<file path="src/rtl/mcb_burst_rw_controller.sv">
// Burst read/write controller for one MCB user port: streams 1..MAX_BURST words
// between a host handshake and the MCB command/write/read FIFOs, with error capture and stall timeout.
module mcb_burst_rw_controller #(
    parameter int DATA_WIDTH     = 32,
    parameter int ADDR_WIDTH     = 30,
    parameter int MAX_BURST      = 64,
    parameter int BL_WIDTH       = 7,
    parameter int AUTO_PRECHARGE = 1,
    parameter int TIMEOUT        = 1024
) (
    input  logic                    clk,
    input  logic                    reset,
    output logic                    ready,
    input  logic                    mem_op,
    input  logic                    read_write,
    input  logic [ADDR_WIDTH-1:0]   addr,
    input  logic [BL_WIDTH-1:0]     burst_len,
    input  logic [DATA_WIDTH-1:0]   wr_data,
    input  logic                    wr_valid,
    output logic                    wr_accept,
    output logic [DATA_WIDTH-1:0]   rd_data,
    output logic                    rd_valid,
    output logic                    done,
    output logic                    error,
    output logic                    pX_cmd_en,
    output logic [2:0]              pX_cmd_instr,
    output logic [5:0]              pX_cmd_bl,
    output logic [ADDR_WIDTH-1:0]   pX_cmd_addr,
    input  logic                    pX_cmd_full,
    output logic                    pX_wr_en,
    output logic [DATA_WIDTH/8-1:0] pX_wr_mask,
    output logic [DATA_WIDTH-1:0]   pX_wr_data,
    input  logic                    pX_wr_full,
    input  logic                    pX_wr_empty,
    input  logic                    pX_wr_underrun,
    input  logic                    pX_wr_error,
    output logic                    pX_rd_en,
    input  logic [DATA_WIDTH-1:0]   pX_rd_data,
    input  logic                    pX_rd_empty,
    input  logic                    pX_rd_overflow,
    input  logic                    pX_rd_error
);
    localparam int LW = $clog2(MAX_BURST + 1);
    localparam int AB = $clog2(DATA_WIDTH / 8);
    localparam int TW = (TIMEOUT > 1) ? $clog2(TIMEOUT) : 1;
    localparam logic [2:0] INSTR_WR = (AUTO_PRECHARGE != 0) ? 3'b010 : 3'b000;
    localparam logic [2:0] INSTR_RD = INSTR_WR | 3'b001;
    localparam logic [ADDR_WIDTH-1:0] ADDR_MASK = ~ADDR_WIDTH'((1 << AB) - 1);

    typedef enum logic [2:0] {
        S_IDLE, S_WR_FILL, S_WR_CMD, S_RD_CMD, S_RD_DRAIN, S_FINISH
    } state_t;

    state_t r_state, w_state_fsm, w_state_next;

    logic [LW-1:0]         r_len, r_cnt, w_len_eff;
    logic                  r_error, r_rd_valid;
    logic [DATA_WIDTH-1:0] r_rd_data;
    logic [2:0]            r_cmd_instr;
    logic [5:0]            r_cmd_bl;
    logic [ADDR_WIDTH-1:0] r_cmd_addr;
    logic                  w_ready, w_accept, w_wr_accept, w_cmd_en, w_rd_en;
    logic                  w_last, w_busy, w_progress, w_timeout, w_err_in;

    // FINISH behaves like IDLE for acceptance so ready can rise together with done.
    assign w_ready    = (r_state == S_IDLE) || (r_state == S_FINISH);
    assign w_accept   = w_ready & mem_op;
    assign w_last     = (r_cnt == r_len - LW'(1));
    assign w_busy     = ~w_ready;
    assign w_progress = w_cmd_en | w_wr_accept | w_rd_en;
    assign w_err_in   = (((r_state == S_WR_FILL) || (r_state == S_WR_CMD)) & (pX_wr_underrun | pX_wr_error))
                      | (((r_state == S_RD_CMD) || (r_state == S_RD_DRAIN)) & (pX_rd_overflow | pX_rd_error));

    always_comb begin
        if (burst_len == '0)
            w_len_eff = LW'(1);
        else if (burst_len > BL_WIDTH'(MAX_BURST))
            w_len_eff = LW'(MAX_BURST);
        else
            w_len_eff = LW'(burst_len);
    end

    always_comb begin
        w_state_fsm = r_state;
        w_wr_accept = 1'b0;
        w_cmd_en    = 1'b0;
        w_rd_en     = 1'b0;
        case (r_state)
            S_IDLE, S_FINISH: begin
                w_state_fsm = S_IDLE;
                if (mem_op)
                    w_state_fsm = read_write ? S_RD_CMD : S_WR_FILL;
            end
            S_WR_FILL: begin
                w_wr_accept = wr_valid & ~pX_wr_full;
                if (w_wr_accept && w_last)
                    w_state_fsm = S_WR_CMD;
            end
            S_WR_CMD: begin
                if (!pX_cmd_full && !pX_wr_empty) begin
                    w_cmd_en    = 1'b1;
                    w_state_fsm = S_FINISH;
                end
            end
            S_RD_CMD: begin
                // Only issue once stale read data is gone, so every popped word belongs to this burst.
                if (pX_rd_empty && !pX_cmd_full) begin
                    w_cmd_en    = 1'b1;
                    w_state_fsm = S_RD_DRAIN;
                end
            end
            S_RD_DRAIN: begin
                w_rd_en = ~pX_rd_empty;
                if (w_rd_en && w_last)
                    w_state_fsm = S_FINISH;
            end
            default: w_state_fsm = S_IDLE;
        endcase
    end

    assign w_state_next = w_timeout ? S_FINISH : w_state_fsm;

    generate
        if (TIMEOUT > 0) begin : g_timeout
            logic [TW-1:0] r_stall;
            always_ff @(posedge clk or negedge reset) begin
                if (!reset)
                    r_stall <= '0;
                else if (!w_busy || w_progress || w_timeout)
                    r_stall <= '0;
                else
                    r_stall <= r_stall + TW'(1);
            end
            assign w_timeout = w_busy & ~w_progress & (r_stall == TW'(TIMEOUT - 1));
        end else begin : g_no_timeout
            assign w_timeout = 1'b0;
        end
    endgenerate

    always_ff @(posedge clk or negedge reset) begin
        if (!reset) begin
            r_state     <= S_IDLE;
            r_len       <= LW'(1);
            r_cnt       <= '0;
            r_error     <= 1'b0;
            r_rd_valid  <= 1'b0;
            r_rd_data   <= '0;
            r_cmd_instr <= INSTR_RD;
            r_cmd_bl    <= '0;
            r_cmd_addr  <= '0;
        end else begin
            r_state    <= w_state_next;
            r_rd_valid <= w_rd_en;
            if (w_rd_en)
                r_rd_data <= pX_rd_data;
            if (w_accept) begin
                r_len       <= w_len_eff;
                r_cnt       <= '0;
                r_error     <= 1'b0;
                r_cmd_instr <= read_write ? INSTR_RD : INSTR_WR;
                r_cmd_bl    <= 6'(w_len_eff - LW'(1));
                r_cmd_addr  <= addr & ADDR_MASK;
            end else begin
                if (w_wr_accept || w_rd_en)
                    r_cnt <= r_cnt + LW'(1);
                if (w_err_in || w_timeout)
                    r_error <= 1'b1;
            end
        end
    end

    assign ready        = w_ready;
    assign done         = (r_state == S_FINISH);
    assign error        = r_error;
    assign wr_accept    = w_wr_accept;
    assign rd_data      = r_rd_data;
    assign rd_valid     = r_rd_valid;
    assign pX_cmd_en    = w_cmd_en;
    assign pX_cmd_instr = r_cmd_instr;
    assign pX_cmd_bl    = r_cmd_bl;
    assign pX_cmd_addr  = r_cmd_addr;
    assign pX_wr_en     = w_wr_accept;
    assign pX_wr_mask   = '0;
    assign pX_wr_data   = wr_data;
    assign pX_rd_en     = w_rd_en;
endmodule
</file>
<file path="config.mk">
export PLATFORM = sky130hd
export DESIGN_NAME = mcb_burst_rw_controller
export DESIGN_NICKNAME = d
export VERILOG_FILES = /design/src/rtl/mcb_burst_rw_controller.sv
export SDC_FILE = /design/constraint.sdc
export NUM_CORES = 1
export LEC_CHECK = 0
export ABC_AREA = 1
export CORE_ASPECT_RATIO = 0.9
export CORE_MARGIN = 2
export CORE_UTILIZATION = 41
export DETAILED_ROUTE_END_ITERATION = 16
export PLACE_DENSITY = 0.81
export SKIP_LAST_GASP = 1
export SYNTH_ARGS = -nofsm -noshare
export SYNTH_HDL_FRONTEND = slang
export SYNTH_SLANG_ARGS = --single-unit
</file>
<file path="constraint.sdc">
create_clock -name clk -period 2.4 [get_ports clk]
set_input_delay 0.48 -clock clk [delete_from_list [all_inputs] [get_ports clk]]
set_output_delay 0.48 -clock clk [all_outputs]
set_load 0.01 [all_outputs]
</file>
* After elaboration in Yosys (flattened, before gate mapping)
Index checks and enable logic that the tools add are counted.
Word-level totals: input port bits 114, output and inout bits 115, register bits after elaboration 98, word-level logic and storage cells 81
Operators by class: $add $sub $neg 4, bitwise gates (word level) 15, muxes and demuxes 21, equal/unequal tests 11, reductions and logical operators 19, magnitude comparators 1
Operator list (count):
- 7-bit 2-to-1 mux | 4
- 3-bit 2-to-1 mux | 5
- 3-bit case mux with 5 select lines | 1
- 3-bit by 2-bit inequality test with 1-bit output (second input constant) | 4
- 10-bit by 1-bit adder with 10-bit output (second input constant) | 1
- 10-bit == test (second input constant) | 1
- 10-bit 2-to-1 mux | 1
- 7-bit by 1-bit adder with 7-bit output (second input constant) | 1
- 7-bit == test | 1
- 7-bit > comparator (second input constant) | 1
- 7-bit zero test | 1
- 1-bit logical OR | 7
- 1-bit 2-to-1 mux | 7
- 7-bit by 1-bit subtractor with 7-bit output (second input constant) | 1
- 1-bit AND | 6
- 3-bit by 2-bit == test with 1-bit output (second input constant) | 2
- 3-bit == test (second input constant) | 2
- 6-bit by 1-bit subtractor with 6-bit output (second input constant) | 1
- 1-bit OR | 5
- 1-bit logical AND | 4
- 2-bit 2-to-1 mux | 2
- 1-bit inverter | 4
- 4-bit AND reduction | 1
- 2-bit nonzero test | 2
- 5 further kinds | 6

* Depth between registers and ports, before layout
depth in word-level cells 12, mapped depth 14

* Least setup slack after synthesis
OpenSTA, ideal clock, no wires.
kind register to register, start point reg r_len[0], end point reg r_state[0], data required time 2.283 ns, data arrival time 1.655 ns, setup time 0.117 ns, path slack 0.628 ns, cell stages (with the launch flop) 15, clock period less this slack 1.772 ns, path through dfstp_2 inv_1 ha_1 inv_1 nand2_1 nand3_1 nand2_1 inv_1 nand3_1 nor2_1 nand3_1 nand2_4 nand3_2 nand2_1 nand2_1
Between the ends: word-level cells in the longest chain between the ends 5
RTL lines:
- start: declaration | line 56 | logic [LW-1:0] r_len, r_cnt, w_len_eff;
- start signal: assignment | line 157 | r_len <= w_len_eff;
- 7-bit by 1-bit subtractor with 7-bit output * | line 68 | assign w_last = (r_cnt == r_len - LW'(1));
- 7-bit == test * | line 68
- 1-bit logical AND, on equally long branches | line 114, 96
- 3-bit by 2-bit inequality test with 1-bit output (no source line)
- 4-bit AND reduction (no source line) *
- end signal: assignment | line 152 | r_state <= w_state_next;
- end: declaration | line 54 | state_t r_state, w_state_fsm, w_state_next;
Mark *: on every way between the ends. The rest lies on a longest branch, timed or not. A chain may end at the register's enable or synchronous reset.

* Final worst setup path
start point reg r_state[2], end point out wr_accept
Between the ends: word-level cells in the longest chain between the ends 2
RTL lines:
- 3-bit by 1-bit == test with 1-bit output | line 88 | case (r_state)
- 1-bit 2-to-1 mux | line 88
- end: declaration | line 20 | output logic wr_accept,
Every way passes these cells.

==> results.json <==
{
  "outcome": "complete, no violations",
  "hp-class": "in2async",
  "switching_share_pct": 35.5,
  "arrival_ns": 1.80,
  "synth_cell_types": 40,
  "p_leak_uw": 0.00298,
  "clk_latency_ns": 0.33,
  "power.internal_uw": 5040,
  "wl_per_cell_um": 14.1,
  "die_w_um": 117,
  "grt_use_total_pct": 18.9,
  "grt_antenna_before_repair": 0,
  "path_max_fanout": 5,
  "grt_pass1_wl_um": 18500,
  "worst_slack_ns": 0.121,
  "fmaxAchievable_mhz": 439,
  "skew_ns": 0.00714,
  "yosys_register_bits": 96,
  "p_comb_share_pct": 46.8,
  "firstDrtPassIters": 4,
  "core_um2": 11300,
  "synth-main-ff-cell": "dfrtp_1",
  "required_ns": 1.92,
  "peakVddDrop_uv": 668,
  "path_class": "reg2out",
  "nFillCells": 966,
  "synthArstFlopShare_pct": 100,
  "syn_inst": 505,
  "clkPwrFrac_pct": 18.3,
  "portBuffers": 154,
  "cts_tree": "done",
  "fin_crit_ns": 2.28,
  "num_antenna_cells": 0,
  "syn_area_um2": 4680,
  "cts.clk_slew.worst_paths_ns": 0.07,
  "start_util_pct": 41.4,
  "hold_buffers": 0,
  "power.total_uw": 7810,
  "max_cap_viol_count": 0,
  "die-height_um": 105,
  "r2r_end": "r_state[0]",
  "gp_congestion": 0.883,
  "ys_seq_area_share_pct": 51.4,
  "drive_above_1_share_pct": 13.9,
  "rr_startpoint": "r_len[0]",
  "finalMaxSlewViolations": 0,
  "die_area_um2": 12300,
  "clockRootBuffer": "clkbuf_16",
  "cts_setup_buffers": 0,
  "syn_area_per_cell_um2": 9.27,
  "crit_path_start_kind": "register",
  "cts.sinks": 96,
  "setup_viol": 0,
  "rrSetupSlack_ns": 0.34,
  "ant_nets": 0,
  "fin_crit_sh_pct": 95.0,
  "grt_max_degree": 39,
  "drt-initial-drc-count": 125,
  "p_sw_uw": 2780,
  "cts_htree_levels": 3,
  "grt_pass1_vias": 3962,
  "routed_wl_um": 11200,
  "row_count": 37,
  "area_growth_pct": 38.3,
  "vias": 3841,
  "gr-total-overflow": 0,
  "finalNetCount": 753,
  "synth_enable_flop_cells": 0,
  "numCtsBuffers": 9,
  "place_hpwl_um": 8500,
  "ys_warn_count": 0,
  "reg2reg_depth": 14,
  "p_seq_share_pct": 34.9,
  "hold_viol": 0,
  "io_pins": 229,
  "dpl_worst_slack_ns": -0.00325,
  "powerDensity_nw_per_um2": 1210,
  "drc": 0,
  "clock_path_buffers": 2,
  "vias_per_cell": 4.83,
  "grt_setup_unrepaired": "no",
  "endpoint_kind": "primary output"
}
[synthesized netlist by cell type, types with 2 or more instances]
library cell,number,share of area (%)
nor3_1,9,0.96
conb_1,2,0.16
nand3_1,23,2.5
a21oi_1,11,1.2
dfstp_2,2,1.1
dfrtp_1,94,50
mux2_2,32,7.7
ha_1,4,1.1
and3_1,2,0.27
xor2_1,4,0.75
o22ai_1,2,0.27
inv_1,32,2.6
nand4_1,9,1.2
buf_2,9,0.96
xnor2_1,2,0.37
nor2_4,4,0.96
nand2_4,2,0.48
o21ai_0,9,0.96
o21ai_1,2,0.21
nor2_1,36,2.9
nand2_2,7,0.94
nor3b_1,4,0.64
nand2_1,141,11
buf_4,42,6.7
clkbuf_1,2,0.16
inv_2,5,0.40
[cell type report]
cell class,count,area (um^2),share of cell area (%)
clock buffers,10,229,3.54
multi-input cells,325,1800,27.8
clock inverters,6,67.6,1.04
well taps,156,195,3.02
inverters,37,139,2.15
flip-flops and latches,96,2400,37.2
repair buffers,166,1640,25.3
[power by group through the flow]
stage          sequential (uW)  combinational, uW  clock, uW
2_1_floorplan             2970               1680          0
3_3_place_gp              2710               3570          0
3_5_place_dp              2750               3660          0
4_1_cts                   2730               3690       1460
5_1_grt                   2800               4010       1520
6_report                  2720               3660       1430
[critical path, stage by stage (launching register included)]
cell and delay, ns:
dfrtp_1 0.42, inv_2 0.14, nand3_2 0.16, nor3_4 0.18
clkdlybuf4s50_1 0.57
[layout by cell type, fill, tap and decap left out, types with 2 or more instances in the layout]
| master | instances |
|---|---|
| clkdlybuf4s50_1 | 152 |
| nand2_1 | 141 |
| dfrtp_1 | 94 |
| nor2_1 | 36 |
| inv_1 | 32 |
| mux2_2 | 32 |
| nand3_1 | 22 |
| buf_4 | 12 |
| a21oi_1 | 11 |
| nand4_1 | 9 |
| nor3_1 | 9 |
| o21ai_0 | 9 |
| clkbuf_16 | 9 |
| conb_1 | 8 |
| nand2_2 | 7 |
| inv_2 | 5 |
| nor2_4 | 4 |
| xor2_1 | 4 |
| nor3b_1 | 4 |
| ha_1 | 4 |
| o21ai_1 | 2 |
| nand3_2 | 2 |
| and3_1 | 2 |
| xnor2_1 | 2 |
| nand2_4 | 2 |
| o22ai_1 | 2 |
| inv_6 | 2 |
| clkinvlp_4 | 2 |
| dfstp_2 | 2 |
[how the worst max path moves through the flow]
| stage | from | to | slack [ns] | cells past startpoint |
|---|---|---|---|---|
| 2_1_floorplan | r_len[0] | r_state[0] | 0.63 | 14 |
| 3_3_place_gp | pX_rd_empty | pX_cmd_en | -0.02 | 6 |
| 3_5_place_dp | pX_rd_empty | pX_cmd_en | -0.003 | 6 |
| 4_1_cts | r_state[2] | wr_accept | 0.04 | 4 |
| 5_1_grt | r_state[2] | wr_accept | 0.004 | 4 |
| 6_report | r_state[2] | wr_accept | 0.12 | 4 |
[through the flow]
stage	cells	hold slack (ns)	instance area, um^2	setup TNS [ns]	util [%]
floorplan	511	0.184	4700	0	-
global placement	780	0.461	6170	-0.0159	54.6
detailed placement	780	0.465	6170	-0.00325	54.6
CTS	796	0.112	6470	0	57.3
global route	796	0.131	6470	0	57.3
finish	796	0.0947	6470	0	57.3
[what timing repair did]
item | CTS | global route
endpoints found under the setup margin | 1 | 2
gates resized for setup | 1 | 1
hold endpoints to repair | 0 | 0
[cells by family after synthesis]
logic type / after synthesis / synth area share [%]
and+or+nand+nor: 244 / 23.7
DFF: 96 / 51.4
buffers and inverters: 90 / 10.8
muxes: 33 / 7.91
AOI/OAI and AO/OA: 30 / 3.80
xor gates and xnor gates: 6 / 1.12
adders and majority gates: 4 / 1.07
other: 2 / 0.160
[registers in the layout, summed over array words and instances (netlist names)]
register,count
pX_cmd_addr,28
error,1
pX_cmd_instr,1
rd_valid,1
r_state,3
g_timeout.r_stall,10
pX_cmd_bl,6
r_len,7
r_cnt,7
rd_data,32
[per-layer routing]
layer	routed length, um	global-route usage [%]	share of wire (%)
met1	4370	22.4	39
met2	5730	32.5	51
met3	854	4.95	7.6
met4	255	7.23	2.3
met5	0	0	0
Note: power is estimated with default switching activity, not from simulation.
